File: src/rtl/pc_ras_unit.sv
// Fetch-stage program counter with branch/jump/call/return redirection and a
// circular return-address stack that reports empty/full and sticky ovf/unf status.
module pc_ras_unit #(
    parameter int                ADDR_W     = 32,
    parameter int                STEP       = 1,
    parameter logic [ADDR_W-1:0] RESET_ADDR = {ADDR_W{1'b0}},
    parameter int                JUMP_W     = 26,
    parameter int                RAS_DEPTH  = 4
) (
    input  logic              clk,
    input  logic              reset,
    input  logic              stall,
    input  logic              branch,
    input  logic              alu_zero,
    input  logic [ADDR_W-1:0] br_offset,
    input  logic [ADDR_W-1:0] pc_plus_in,
    input  logic              jump,
    input  logic              call,
    input  logic              ret,
    input  logic [JUMP_W-1:0] jump_field,
    output logic [ADDR_W-1:0] pc,
    output logic [ADDR_W-1:0] pc_plus,
    output logic [ADDR_W-1:0] br_target,
    output logic              redirect,
    output logic              ras_empty,
    output logic              ras_full,
    output logic              ras_ovf,
    output logic              ras_unf
);
    localparam int PTR_W = $clog2(RAS_DEPTH);
    localparam int CNT_W = PTR_W + 1;
    localparam logic [CNT_W-1:0] FULL_CNT = CNT_W'(RAS_DEPTH);

    logic [ADDR_W-1:0] pc_r;
    logic [ADDR_W-1:0] stack_r [RAS_DEPTH];
    logic [PTR_W-1:0]  sp_r;
    logic [CNT_W-1:0]  cnt_r;
    logic              ovf_r;
    logic              unf_r;

    logic              taken_s;
    logic              pop_s;
    logic              push_s;
    logic              jump_s;
    logic              under_s;
    logic [ADDR_W-1:0] top_s;
    logic [ADDR_W-1:0] jmp_tgt_s;
    logic [ADDR_W-1:0] next_pc_s;

    // A taken branch squashes the younger jump/call/ret; ret outranks call.
    assign taken_s   = branch & alu_zero;
    assign pop_s     = ~taken_s & ret & ~ras_empty;
    assign under_s   = ~taken_s & ret & ras_empty;
    assign push_s    = ~taken_s & ~ret & call;
    assign jump_s    = ~taken_s & (jump | push_s);

    // sp_r addresses the next free slot, so the top lives one below it.
    assign top_s     = stack_r[sp_r - PTR_W'(1)];
    assign jmp_tgt_s = {pc_plus_in[ADDR_W-1:JUMP_W], jump_field};

    assign pc        = pc_r;
    assign pc_plus   = pc_r + ADDR_W'(STEP);
    assign br_target = pc_plus_in + br_offset;
    assign redirect  = taken_s | pop_s | jump_s;
    assign ras_empty = (cnt_r == {CNT_W{1'b0}});
    assign ras_full  = (cnt_r == FULL_CNT);
    assign ras_ovf   = ovf_r;
    assign ras_unf   = unf_r;

    // Next-PC selection in priority order.
    always_comb begin
        next_pc_s = pc_plus;
        if (taken_s) begin
            next_pc_s = br_target;
        end else if (pop_s) begin
            next_pc_s = top_s;
        end else if (jump_s) begin
            next_pc_s = jmp_tgt_s;
        end else if (stall) begin
            next_pc_s = pc_r;
        end else begin
            next_pc_s = pc_plus;
        end
    end

    // PC register, stack storage, occupancy and sticky status flags.
    always_ff @(posedge clk) begin
        if (reset) begin
            pc_r  <= RESET_ADDR;
            sp_r  <= {PTR_W{1'b0}};
            cnt_r <= {CNT_W{1'b0}};
            ovf_r <= 1'b0;
            unf_r <= 1'b0;
            for (int i = 0; i < RAS_DEPTH; i++) begin
                stack_r[i] <= {ADDR_W{1'b0}};
            end
        end else begin
            pc_r <= next_pc_s;
            if (push_s) begin
                // On a full stack this slot holds the oldest entry.
                stack_r[sp_r] <= pc_plus_in;
                sp_r          <= sp_r + PTR_W'(1);
                if (ras_full) begin
                    ovf_r <= 1'b1;
                end else begin
                    cnt_r <= cnt_r + CNT_W'(1);
                end
            end else if (pop_s) begin
                sp_r  <= sp_r - PTR_W'(1);
                cnt_r <= cnt_r - CNT_W'(1);
            end
            if (under_s) begin
                unf_r <= 1'b1;
            end
        end
    end
endmodule

File: config.mk
export PLATFORM = sky130hd
export DESIGN_NAME = pc_ras_unit
export DESIGN_NICKNAME = d
export VERILOG_FILES = /design/src/rtl/pc_ras_unit.sv
export SDC_FILE = /design/constraint.sdc
export NUM_CORES = 1
export LEC_CHECK = 0
export CORE_MARGIN = 2
export CORE_UTILIZATION = 40
export DETAILED_ROUTE_END_ITERATION = 10
export PLACE_DENSITY = 0.64
export SKIP_LAST_GASP = 1
export SLEW_MARGIN = 25
export SYNTH_ARGS = -nofsm -noshare
export SYNTH_HDL_FRONTEND = slang
export SYNTH_SLANG_ARGS = --single-unit
File: constraint.sdc
create_clock -name clk -period 8.76 [get_ports clk]
set_input_delay 1.752 -clock clk [delete_from_list [all_inputs] [get_ports clk]]
set_output_delay 1.752 -clock clk [all_outputs]
set_load 0.02 [all_outputs]
# ---- Word level (Yosys, flattened, before mapping)
# Memory sizes are Yosys's and may differ from the RTL's.
# Cells that the tools add are included.
dict set report word_totals {
  latch_bits 0
  rom_bits 0
  out_inout_bits 101
  mem_bits_rw 128
  regBits 39
  memories 1
  wordCells 50
}
dict set report op_classes {
  bitwise 13
  n_eq_ne 3
  magnitude_cmp 0
  reduce_logical 5
  multipliers 0
  div 0
  shifts 0
  addsub 6
  n_mux 17
}
# name depth word_bits rd rd_ports_with_merged_regs write_ports line
set mem_list {}
lappend mem_list {stack_r 4 32 1 0 4 35} ;# logic [ADDR_W-1:0] stack_r [RAS_DEPTH];
# cell count
set op_table {}
lappend op_table {{$mux 32} 5}
lappend op_table {{$add 32x1->32 const B} 1}
lappend op_table {{$add 32x32->32} 1}
lappend op_table {{$reduce_or 32->1} 1}
lappend op_table {{$mux 3} 3}
lappend op_table {{$and 1x1->1} 7}
lappend op_table {{$mux 1} 6}
lappend op_table {{$mux 2} 3}
lappend op_table {{$ne 4x1->1 const B} 1}
lappend op_table {{$reduce_and 2->1} 2}
lappend op_table {{$add 3x1->3 const B} 1}
lappend op_table {{$eq 3x3->1 const B} 1}
lappend op_table {{$logic_not 3->1} 1}
lappend op_table {{$not 1->1} 3}
lappend op_table {{$or 1x1->1} 3}
lappend op_table {{$sub 3x1->3 const B} 1}
lappend op_table {{$add 2x1->2 const B} 1}
lappend op_table {{$ne 2x2->1 const B} 1}
lappend op_table {{$reduce_bool 2->1} 1}
lappend op_table {{$sub 2x1->2 const B} 1}

# ---- Depth between registers and ports, before layout
# Gate-level depths: netlist (run 1).
dict set report depth {
  depth_word 9
  depth_mapped 10
  ltp_nobuf 10
}

# ---- Worst setup path after synthesis (run 1)
# No wires, ideal clock.
dict set report synth_path {
  path_kind {input to output}
  from {input br_offset[0]}
  to {output br_target[26]}
  n_path_buf 0
  path_slack_ps 2995
  required_time_ps 7008
  t_arrival_ps 4013
  path_stages 10
  path_cell_list {ha_1 -> fa_1 -> a21o_1 -> a221oi_2 -> o211ai_2 -> a21oi_2 -> nor3_1 -> or3_4 -> a21oi_2 -> xnor2_1}
}
dict set report synth_via {
  elab_chain_len 1
}
# item line
set synth_lines {}
lappend synth_lines {{from (decl)} 15} ;# input logic [ADDR_W-1:0] br_offset,
lappend synth_lines {{$add 32x32->32} 63} ;# assign br_target = pc_plus_in + br_offset;
lappend synth_lines {{to (decl)} 23} ;# output logic [ADDR_W-1:0] br_target,
# No other way between the ends.

# ---- Worst setup path in the final report (run 1)
dict set report layout_path {
  from {input pc_plus_in[0]}
  to {output br_target[26]}
}
dict set report layout_via {
  elab_chain_len 1
}
# item line
set layout_lines {}
lappend layout_lines {{from (decl)} 16} ;# input logic [ADDR_W-1:0] pc_plus_in,
lappend layout_lines {{$add 32x32->32} 63}
# No other way between the ends.

==> results of run 1 <==
-- metrics by stage --
step           instance area, um^2   util
3_3_place_gp                 12600  0.498
5_1_grt                      13200  0.522
4_1_cts                      13200  0.521
3_5_place_dp                 12600  0.498
6_report                     13200  0.522
2_1_floorplan                10300      -
-- registers in the layout, summed over array words and instances (netlist names) --
name and count:
stack_r 128, ras_ovf 1, cnt_r 3, ras_unf 1
sp_r 2, pc 32
-- critical path: stages --
cell	delay [ns]
clkdlybuf4s50_1	0.50
ha_1	0.26
fa_1	0.40
a21o_1	0.21
a221oi_2	0.38
o211ai_2	0.19
a21oi_2	0.26
nor3_1	0.12
or3_4	0.35
a21oi_2	0.18
xnor2_1	0.16
clkdlybuf4s50_1	0.64
-- worst max-delay path by stage --
stage / depth (start not counted) / slack (ns) / start / to
2_1_floorplan: 10 / 3.00 / br_offset[0] / br_target[26]
3_5_place_dp: 12 / 1.64 / pc_plus_in[0] / br_target[26]
3_3_place_gp: 12 / 1.63 / pc_plus_in[0] / br_target[26]
6_report: 12 / 1.61 / pc_plus_in[0] / br_target[26]
4_1_cts: 12 / 1.63 / pc_plus_in[0] / br_target[26]
5_1_grt: 12 / 1.52 / pc_plus_in[0] / br_target[26]
-- power breakdown --
part	internal, mW	switching, mW
registers	0.956	0.0796
clock network	0.408	0.327
logic	0.537	0.754
total	1.90	1.16
-- routing by layer --
metal | vias up | routed length [um] | GRT usage
li1 | 4154 | - | -
met1 | 4272 | 14900 | 0.340
met2 | 284 | 14700 | 0.382
met3 | 33 | 1990 | 0.0337
met4 | 0 | 612 | 0.0676
met5 | - | 0 | 0
-- Yosys cell counts, types with 4 or more instances --
| master | count |
|---|---|
| nor2_1 | 172 |
| edfxtp_1 | 128 |
| nand2_1 | 103 |
| a21oi_1 | 63 |
| inv_1 | 43 |
| clkbuf_1 | 40 |
| dfxtp_1 | 39 |
| xnor2_1 | 34 |
| ha_1 | 32 |
| mux4_2 | 32 |
| nand3_1 | 28 |
| mux2i_1 | 26 |
| o21ai_0 | 24 |
| nor3_1 | 23 |
| xor2_1 | 22 |
| and3_1 | 21 |
| o211ai_1 | 17 |
| o21ai_1 | 16 |
| a21o_1 | 15 |
| a211oi_1 | 14 |
| buf_2 | 14 |
| and2_1 | 13 |
| and4_1 | 10 |
| nand4_1 | 10 |
| nor2b_1 | 8 |
| buf_1 | 7 |
| a31oi_1 | 5 |
| nand2b_1 | 4 |
| o21a_1 | 4 |
-- area by class of cell --
class / count / area (um^2) / share of cell area
multi-input cells: 775 / 5320 / 0.404
repair buffers: 210 / 2070 / 0.157
inverters: 43 / 161 / 0.0123
flip-flops and latches: 167 / 4630 / 0.351
well taps: 330 / 413 / 0.0313
clock buffers: 20 / 489 / 0.0371
clock inverters: 12 / 87.6 / 0.00665
-- logic make-up (layout without fill, tap and decap cells) --
group,after synthesis,count (layout),share of synthesized area
adders and majority gates,34,34,0.0426
xor gates and xnor gates,56,56,0.0475
DFF,167,167,0.448
muxes,60,60,0.0972
AOI/OAI and AO/OA,205,205,0.133
buffers and inverters,104,285,0.0395
and+or+nand+nor,420,420,0.192
==> impl_results.md, run 1 <==
* Die Height at 165 um
* Status: complete, no violations
* GRT Total Usage at 0.239
* Relative slew slack at 0.402
* Post-synthesis async set-or-reset flop share at 0
* Post-synthesis register bit count at 167
* R2R Setup Slk at 6.12 ns
* Bufs on Longest Clock Path at 2
* Worst r2r src: pc[0]
* Clock tree root driver cell: clkbuf_16
* Layout Cells excl Fill at 1557
* CP Capture Type: output pin
* CTS Sinks at 167
* Final wirelength at 32200 um
* RePlAce Congestion at 0.942
* Hold path depth at 2
* CTS buffer count at 17
* Row cnt at 58
* Mean post-synth cell area at 9.87 um^2
* Crit path launch type: input pin
* Total setup buffers inserted after CTS at 0
* CTS-repair resized insts at 0
* Fillers at 2334
* Worst Max-Slew Pin Slew at 0.897 ns
* Remaining DRCs at 0
* Worst reg2reg path depth at 9
* WS Path Type: in2out
* Total Negative Setup Slacks at 0 ns
* Slew Limit Fails at 0
* Reg clk slew, reported paths at 0.07 ns
* WHS at 0.481 ns
* Synthesized net count at 1178
* NumNets Final at 1346
* H-Tree Level Count at 4
* Synthesized cell area at 0.0103 mm^2
* DR vias/cell at 5.62
* Worst R2R End: pc[26]
* P&R area growth vs syn at 27.5%
* WL/cell at 20.7 um
* Distinct cells, synth at 80
* Placeable Area at 0.0253 mm^2
* Die X at 165 um
* Critical Path RT at 7.01 ns
* Unrepaired setup endpoints after global routing: false
* Ys Warns at 0
* Maximum vdd drop at 0.163 mV
* Routed vias at 8743
* Setup violations, final at 0
* Area contributors post-synth: edfxtp_1 37%, dfxtp_1 7.6%, mux4_2 7.0%
* P per Cell Area at 232 mW/mm^2
* Highest-count cells in the layout ignoring fill and taps: 198 x clkdlybuf4s50_1, 171 x nor2_1, 128 x edfxtp_1
* Layout cells sized above 1 at 0.0896
* Clk Latency, worst-skew pair at 0.43 ns
* CP max FO at 3
* Drt initial violations at 754
* # hold bufs at CTS at 0
* Share of the synthesized area in the top cell type at 0.372
* Die Area at 0.0271 mm^2
* Area leader, netlist: edfxtp_1
* Post-synth EDFFs at 128
* Number of global-route vias before repair at 8360
* Crit path DAT at 5.40 ns
* Hold endpoint: ras_unf
* Max-cap violations at 0
* Final Worst Setup Slack at 1.61 ns
* Dpl ws at 1.64 ns
* Worst Hold Launch: ras_unf
* IO Count at 199
* Fin. Hold Viols at 0
* Leak pwr at 5.13 nW
* First-pass GRT wire length at 48800 um
* Primary FF master, synth: edfxtp_1
* Largest net degree at the start of global routing at 51
* HP Class: reg2reg
* Fmax at 140 MHz
* PortBufs at 198
* Cell total after placement at 1525
* Clk_skew at 0.0130 ns
* Syn Inst Count at 1046
* Total power at 3.06 mW
* Initial antenna violation count at 0
* Dpl hpwl at 23600 um
* Min Tclk post-route at 7.15 ns
* Tcrit/Tclk final at 0.816
* Sequential share of the synthesized area at 0.448
* Routed Antenna Nets at 0
* # diodes at 0
* Starting Density at 0.409
* First-pass DRT Iterations at 5
* CTS tree: done
* Global route total overflow at 0
* Commonest non-fill, non-tap cell in the layout: clkdlybuf4s50_1
(Power assumes the default switching activity.)
==> inputs of run 2 (changes only) <==
--- a/config.mk
+++ b/config.mk
@@ -8,7 +8,7 @@
 export CORE_MARGIN = 2
 export CORE_UTILIZATION = 40
 export DETAILED_ROUTE_END_ITERATION = 10
-export PLACE_DENSITY = 0.64
+export PLACE_DENSITY = 0.67
 export SKIP_LAST_GASP = 1
 export SLEW_MARGIN = 25
 export SYNTH_ARGS = -nofsm -noshare
==> constraint.sdc (replaced) <==
create_clock -name clk -period 5.74 [get_ports clk]
set_input_delay 1.148 -clock clk [delete_from_list [all_inputs] [get_ports clk]]
set_output_delay 1.148 -clock clk [all_outputs]
set_load 0.02 [all_outputs]
==> run 2 against run 1 <==
Flip-flop and latch count stayed put. Register-to-register slack lost 3.2 ns. Core utilization increased by 0.37 points. Worst hold slack got worse by 0.0021 ns. Cell area increased by 0.71%. Wire length grew 2.1%. Global-route usage up 0.63 points. First-iteration DRC count rose by 17%. Largest cell class unchanged. Highest routed layer unchanged.
==> impl_results.md, run 2 (synthesized netlist as in run 1, its figures left out) <==
* Tcrit/Tclk final at 0.981
* Layout cells sized above 1 at 0.101
* Routed vias at 8850
* Buf+Inv Stages, Crit Path at 3
* CP Capture Type: output pin
* Clk Latency, worst-skew pair at 0.43 ns
* First-pass DRT Iterations at 5
* Number of global-route vias before repair at 8590
* Crit. Startpoint: pc_plus_in[0]
* Routed Antenna Nets at 0
* Status: complete, no violations
* Clock tree root driver cell: clkbuf_16
* Worst r2r src: sp_r[0]
* IO Count at 199
* Placeable Area at 0.0253 mm^2
* Maximum vdd drop at 0.177 mV
* Most used routing layer: met2
* RePlAce Congestion at 0.925
* Setup violations, final at 0
* Highest-count cells in the layout ignoring fill and taps: 192 x clkdlybuf4s50_1, 171 x nor2_1, 128 x edfxtp_1
* Commonest non-fill, non-tap cell in the layout: clkdlybuf4s50_1
* CP max FO at 3
* Row cnt at 58
* WL/cell at 20.9 um
* P per Cell Area at 349 mW/mm^2
* Initial antenna violation count at 0
* Bufs on Longest Clock Path at 2
* First-pass GRT wire length at 49800 um
* Design area at 0.0133 mm^2
* Dpl ws at -0.0186 ns
* # diodes at 0
* Crit path launch type: input pin
* Grt met3 use at 0.0374
* Drt initial violations at 882
* Post-DP Area at 0.0127 mm^2
* CP cell instances: clkdlybuf4s50_1 > ha_1 > fa_1 > a21o_1 > a221oi_4 > o211ai_2 > a21oi_2 > buf_4 > nor3_2 > nor2b_1 > xnor2_1 > clkdlybuf4s50_1
* Worst Hold Launch: ras_ovf
* DR vias/cell at 5.63
* Starting Density at 0.409
* CTS Sinks at 167
* Dpl hpwl at 24600 um
* Leak pwr at 5.21 nW
* H-Tree Level Count at 4
* Final wirelength at 32900 um
* Unrepaired setup endpoints after global routing: true
* Final Worst Setup Slack at 0.110 ns
* PortBufs at 198
* WS Path Type: in2out
* Remaining DRCs at 0
* Fmax at 178 MHz
* P&R area growth vs syn at 28.4%
* Fin. Hold Viols at 0
* Crit-path most repeated cell: clkdlybuf4s50_1
* Critical Path RT at 4.59 ns
* Relative slew slack at 0.302
* Total Negative Setup Slacks at 0 ns
* HP Class: reg2reg
* Largest Register: stack_r
* Min Tclk post-route at 5.63 ns
* Die X at 165 um
* GRT Total Usage at 0.245
* CTS buffer count at 17
* Max-cap violations at 0
* Max reg flops at 128
* CTS tree: done
* Largest stage delay, worst path at 0.69 ns
* GR Layer Usage met1 at 0.344
* Crit path DAT at 4.48 ns
* Die Height at 165 um
* Reg clk slew, reported paths at 0.06 ns
* Worst Max-Slew Pin Slew at 1.05 ns
* Clk_skew at 0.00795 ns
* Largest net degree at the start of global routing at 48
* Slew Limit Fails at 0
* Die Area at 0.0271 mm^2
* Global route total overflow at 0
* Worst path top cell family by delay: buffers and inverters
* Global routing usage on met2 at 0.397
* # hold bufs at CTS at 0
* NumNets Final at 1362
* CP max-delay cell: clkdlybuf4s50_1
==> run 2: area by class of cell <==
cell class              instances  area (um^2)
inverters                      43          161
well taps                     330          413
flip-flops and latches        167         4630
repair buffers                226         2200
fillers                      2255        12000
clock inverters                11         71.3
clock buffers                  21          450
multi-input cells             775         5340
==> run 2: path summary, 6_finish.rpt <==
path	endpoint	slack (ns)	cells past startpoint
max	br_target[20]	0.11	12
min	ras_ovf	0.48	2
max reg2reg	pc[31]	2.95	7
min reg2reg	ras_ovf	0.48	2
==> run 2: worst reg2reg max path, delay by kind of cell (launching register included) <==
family,cells,cell delay [ns]
buf+inv,1,0.54
simple gates,1,0.17
compound gates,4,0.63
flops,1,0.74
mux,1,0.60
==> run 2: metal layers <==
metal | wire [um] | share of wire | up-vias
met5 | 0 | 0 | -
met4 | 458 | 0.014 | 0
met3 | 2630 | 0.080 | 32
met2 | 15400 | 0.47 | 341
met1 | 14400 | 0.44 | 4288
li1 | - | - | 4189
==> run 2: through the flow <==
stage / std cells / util / power (mW) / hold WS (ns)
final: 1573 / 0.525 / 4.62 / 0.479
after CTS: 1573 / 0.524 / 4.63 / 0.478
after global routing: 1573 / 0.525 / 4.83 / 0.519
after floorplan: 1046 / - / 2.77 / 0.494
after detailed placement: 1541 / 0.503 / 3.60 / 0.463
after global placement: 1541 / 0.503 / 3.58 / 0.450
==> run 2: where the power goes <==
group / total (mW) / internal, mW / leakage (nW) / switching (mW)
registers: 1.63 / 1.46 / 1.65 / 0.170
clock network: 1.04 / 0.564 / 0.256 / 0.480
logic: 1.95 / 0.831 / 3.30 / 1.12
==> run 2: repair_timing <==
item,CTS,global route
setup endpoints to repair,2,8
buffers inserted,0,0
resized for setup,2,9
==> inputs of run 3 (changes only) <==
--- a/config.mk
+++ b/config.mk
@@ -9,7 +9,6 @@
 export CORE_UTILIZATION = 40
 export DETAILED_ROUTE_END_ITERATION = 10
 export PLACE_DENSITY = 0.67
-export SKIP_LAST_GASP = 1
 export SLEW_MARGIN = 25
 export SYNTH_ARGS = -nofsm -noshare
 export SYNTH_HDL_FRONTEND = slang
==> run 3 against run 2 <==
Worst hold slack about the same. Worst setup slack improved by 0.067 ns. Flip-flop and latch count unchanged. Combinational power barely moved. Critical path depth stayed put. Clock skew hardly changed. Die area unchanged. Critical path type unchanged. Largest cell class unchanged.
==> impl_results.md, run 3 (synthesized netlist as in run 1, its figures left out) <==
* Critical Path RT at 4.59 ns
* Clock tree root driver cell: clkbuf_16
* Remaining DRCs at 0
* Max reg flops at 128
* Leak pwr at 5.22 nW
* Largest net degree at the start of global routing at 48
* Die X at 165 um
* Number of global-route vias before repair at 8590
* Row cnt at 58
* Starting Density at 0.409
* Clk Latency, worst-skew pair at 0.43 ns
* Commonest non-fill, non-tap cell in the layout: clkdlybuf4s50_1
* Maximum vdd drop at 0.177 mV
* CP max-delay cell: clkdlybuf4s50_1
* P per Cell Area at 348 mW/mm^2
* First-pass DRT Iterations at 5
* P&R area growth vs syn at 28.5%
* WL/cell at 20.9 um
* Total Negative Setup Slacks at 0 ns
* Die Height at 165 um
* Area occupied by multi-input gates at 0.00534 mm^2
* Dpl hpwl at 24600 um
* Status: complete, no violations
* Drt initial violations at 882
* Fin. Hold Viols at 0
* # diodes at 0
* Worst Max-Slew Pin Slew at 1.05 ns
* P_sw at 1.77 mW
* Min Tclk post-route at 5.56 ns
* IO Count at 199
* Fmax at 180 MHz
* Post-DP Area at 0.0127 mm^2
* CTS tree: done
* Routed vias at 8846
* Tcrit/Tclk final at 0.969
* RePlAce Congestion at 0.925
* CP Capture Type: output pin
* Logic pwr share at 0.422
* WHS at 0.479 ns
* First-pass GRT wire length at 49800 um
* Global route total overflow at 0
* Layout Cells excl Fill at 1573
* Crit path DAT at 4.42 ns
* Worst path top cell family by delay: buffers and inverters
* Die Area at 0.0271 mm^2
* Largest Register: stack_r
* Crit path launch type: input pin
* CP cell instances: clkdlybuf4s50_1 > ha_1 > fa_1 > a21o_1 > a221oi_4 > o211ai_2 > a21oi_2 > buf_4 > nor3_2 > o21ai_1 > xnor2_1 > clkdlybuf4s50_1
* Largest stage delay, worst path at 0.69 ns
* Relative slew slack at 0.302
* Reg clk slew, reported paths at 0.06 ns
* Setup violations, final at 0
* Design area at 0.0133 mm^2
* CP max FO at 3
* Layout cells sized above 1 at 0.101
* Total power at 4.62 mW
* Seq pwr share at 0.352
* H-Tree Level Count at 4
* Clk_skew at 0.00795 ns
* Max-cap violations at 0
* CTS Sinks at 167
* CTS buffer count at 17
* HP Class: reg2reg
* Placeable Area at 0.0253 mm^2
* DR vias/cell at 5.62
* Cell total after placement at 1541
* NumNets Final at 1362
* GRT Total Usage at 0.245
* Final wirelength at 32900 um
* Buf+Inv Stages, Crit Path at 3
* Fillers at 2256
* Highest-count cells in the layout ignoring fill and taps: 191 x clkdlybuf4s50_1, 171 x nor2_1, 128 x edfxtp_1
* Slew Limit Fails at 0
* Routed Antenna Nets at 0
* Register Area at 0.00463 mm^2
* Total setup buffers inserted after CTS at 0
* Internal power at 2.85 mW
* Initial antenna violation count at 0
* Switching share of power at 0.383
* Clock Power Share at 0.226
* Crit-path most repeated cell: clkdlybuf4s50_1
* PortBufs at 198
* Bufs on Longest Clock Path at 2
* Unrepaired setup endpoints after global routing: false
* WS Path Type: in2out
## run 3: cell types whose count changed in the layout (fill, tap and decap cells not counted)
| cell | change |
|---|---|
| clkdlybuf4s50_1 | -1 |
| dlymetal6s2s_1 | +1 |
## run 3: path summary, 6_finish.rpt
path | startpoint | endpoint | slack (ns) | cells past startpoint
setup / recovery | pc_plus_in[0] | br_target[24] | 0.18 | 12
hold / removal | ras_ovf | ras_ovf | 0.48 | 2
setup reg to reg | sp_r[0] | pc[31] | 2.95 | 7
hold reg to reg | ras_ovf | ras_ovf | 0.48 | 2
## run 3: metrics by stage
| step | utilization | setup slack, ns |
|---|---|---|
| 2_1_floorplan | - | 1.18 |
| 4_1_cts | 0.524 | 0.0495 |
| 3_3_place_gp | 0.503 | -0.00291 |
| 3_5_place_dp | 0.503 | -0.0186 |
| 5_1_grt | 0.525 | 0.00760 |
| 6_report | 0.525 | 0.177 |
## run 3: repair_timing
item / in CTS / in global routing
hold buffers: 0 / 0
pin swaps: 0 / 0
setup endpoints to repair: 2 / 8
gates resized for setup: 2 / 10
## run 3: power by group through the flow
| stage | clock network, mW | registers (mW) | logic, mW |
|---|---|---|---|
| floorplan | 0 | 1.64 | 1.13 |
| global placement | 0 | 1.65 | 1.93 |
| detailed placement | 0 | 1.66 | 1.94 |
| CTS | 1.05 | 1.63 | 1.95 |
| global route | 1.10 | 1.66 | 2.08 |
| finish | 1.04 | 1.63 | 1.95 |
## run 3: layout make-up
| class | instances | area share |
|---|---|---|
| multi-input cells | 775 | 0.402 |
| flip-flops and latches | 167 | 0.349 |
| repair buffers | 226 | 0.166 |
| clock buffers | 21 | 0.0339 |
| well taps | 330 | 0.0311 |
| inverters | 43 | 0.0122 |
| clock inverters | 11 | 0.00538 |
## run 3: worst reg2reg max path: stages, from the launching register on
cell and delay, ns:
dfxtp_2 0.74, buf_4 0.54, mux4_2 0.60, a221oi_1 0.29, a211o_1 0.20, a31o_1 0.10
a21oi_1 0.04, nand3b_1 0.17
## run 3: per-layer routing
metal | track usage | wire length, um | share of wire | vias to the layer above
li1 | - | - | - | 4189
met1 | 0.344 | 14400 | 0.44 | 4285
met2 | 0.397 | 15400 | 0.47 | 340
met3 | 0.0374 | 2630 | 0.080 | 32
met4 | 0.0652 | 458 | 0.014 | 0
met5 | 0 | 0 | 0 | -
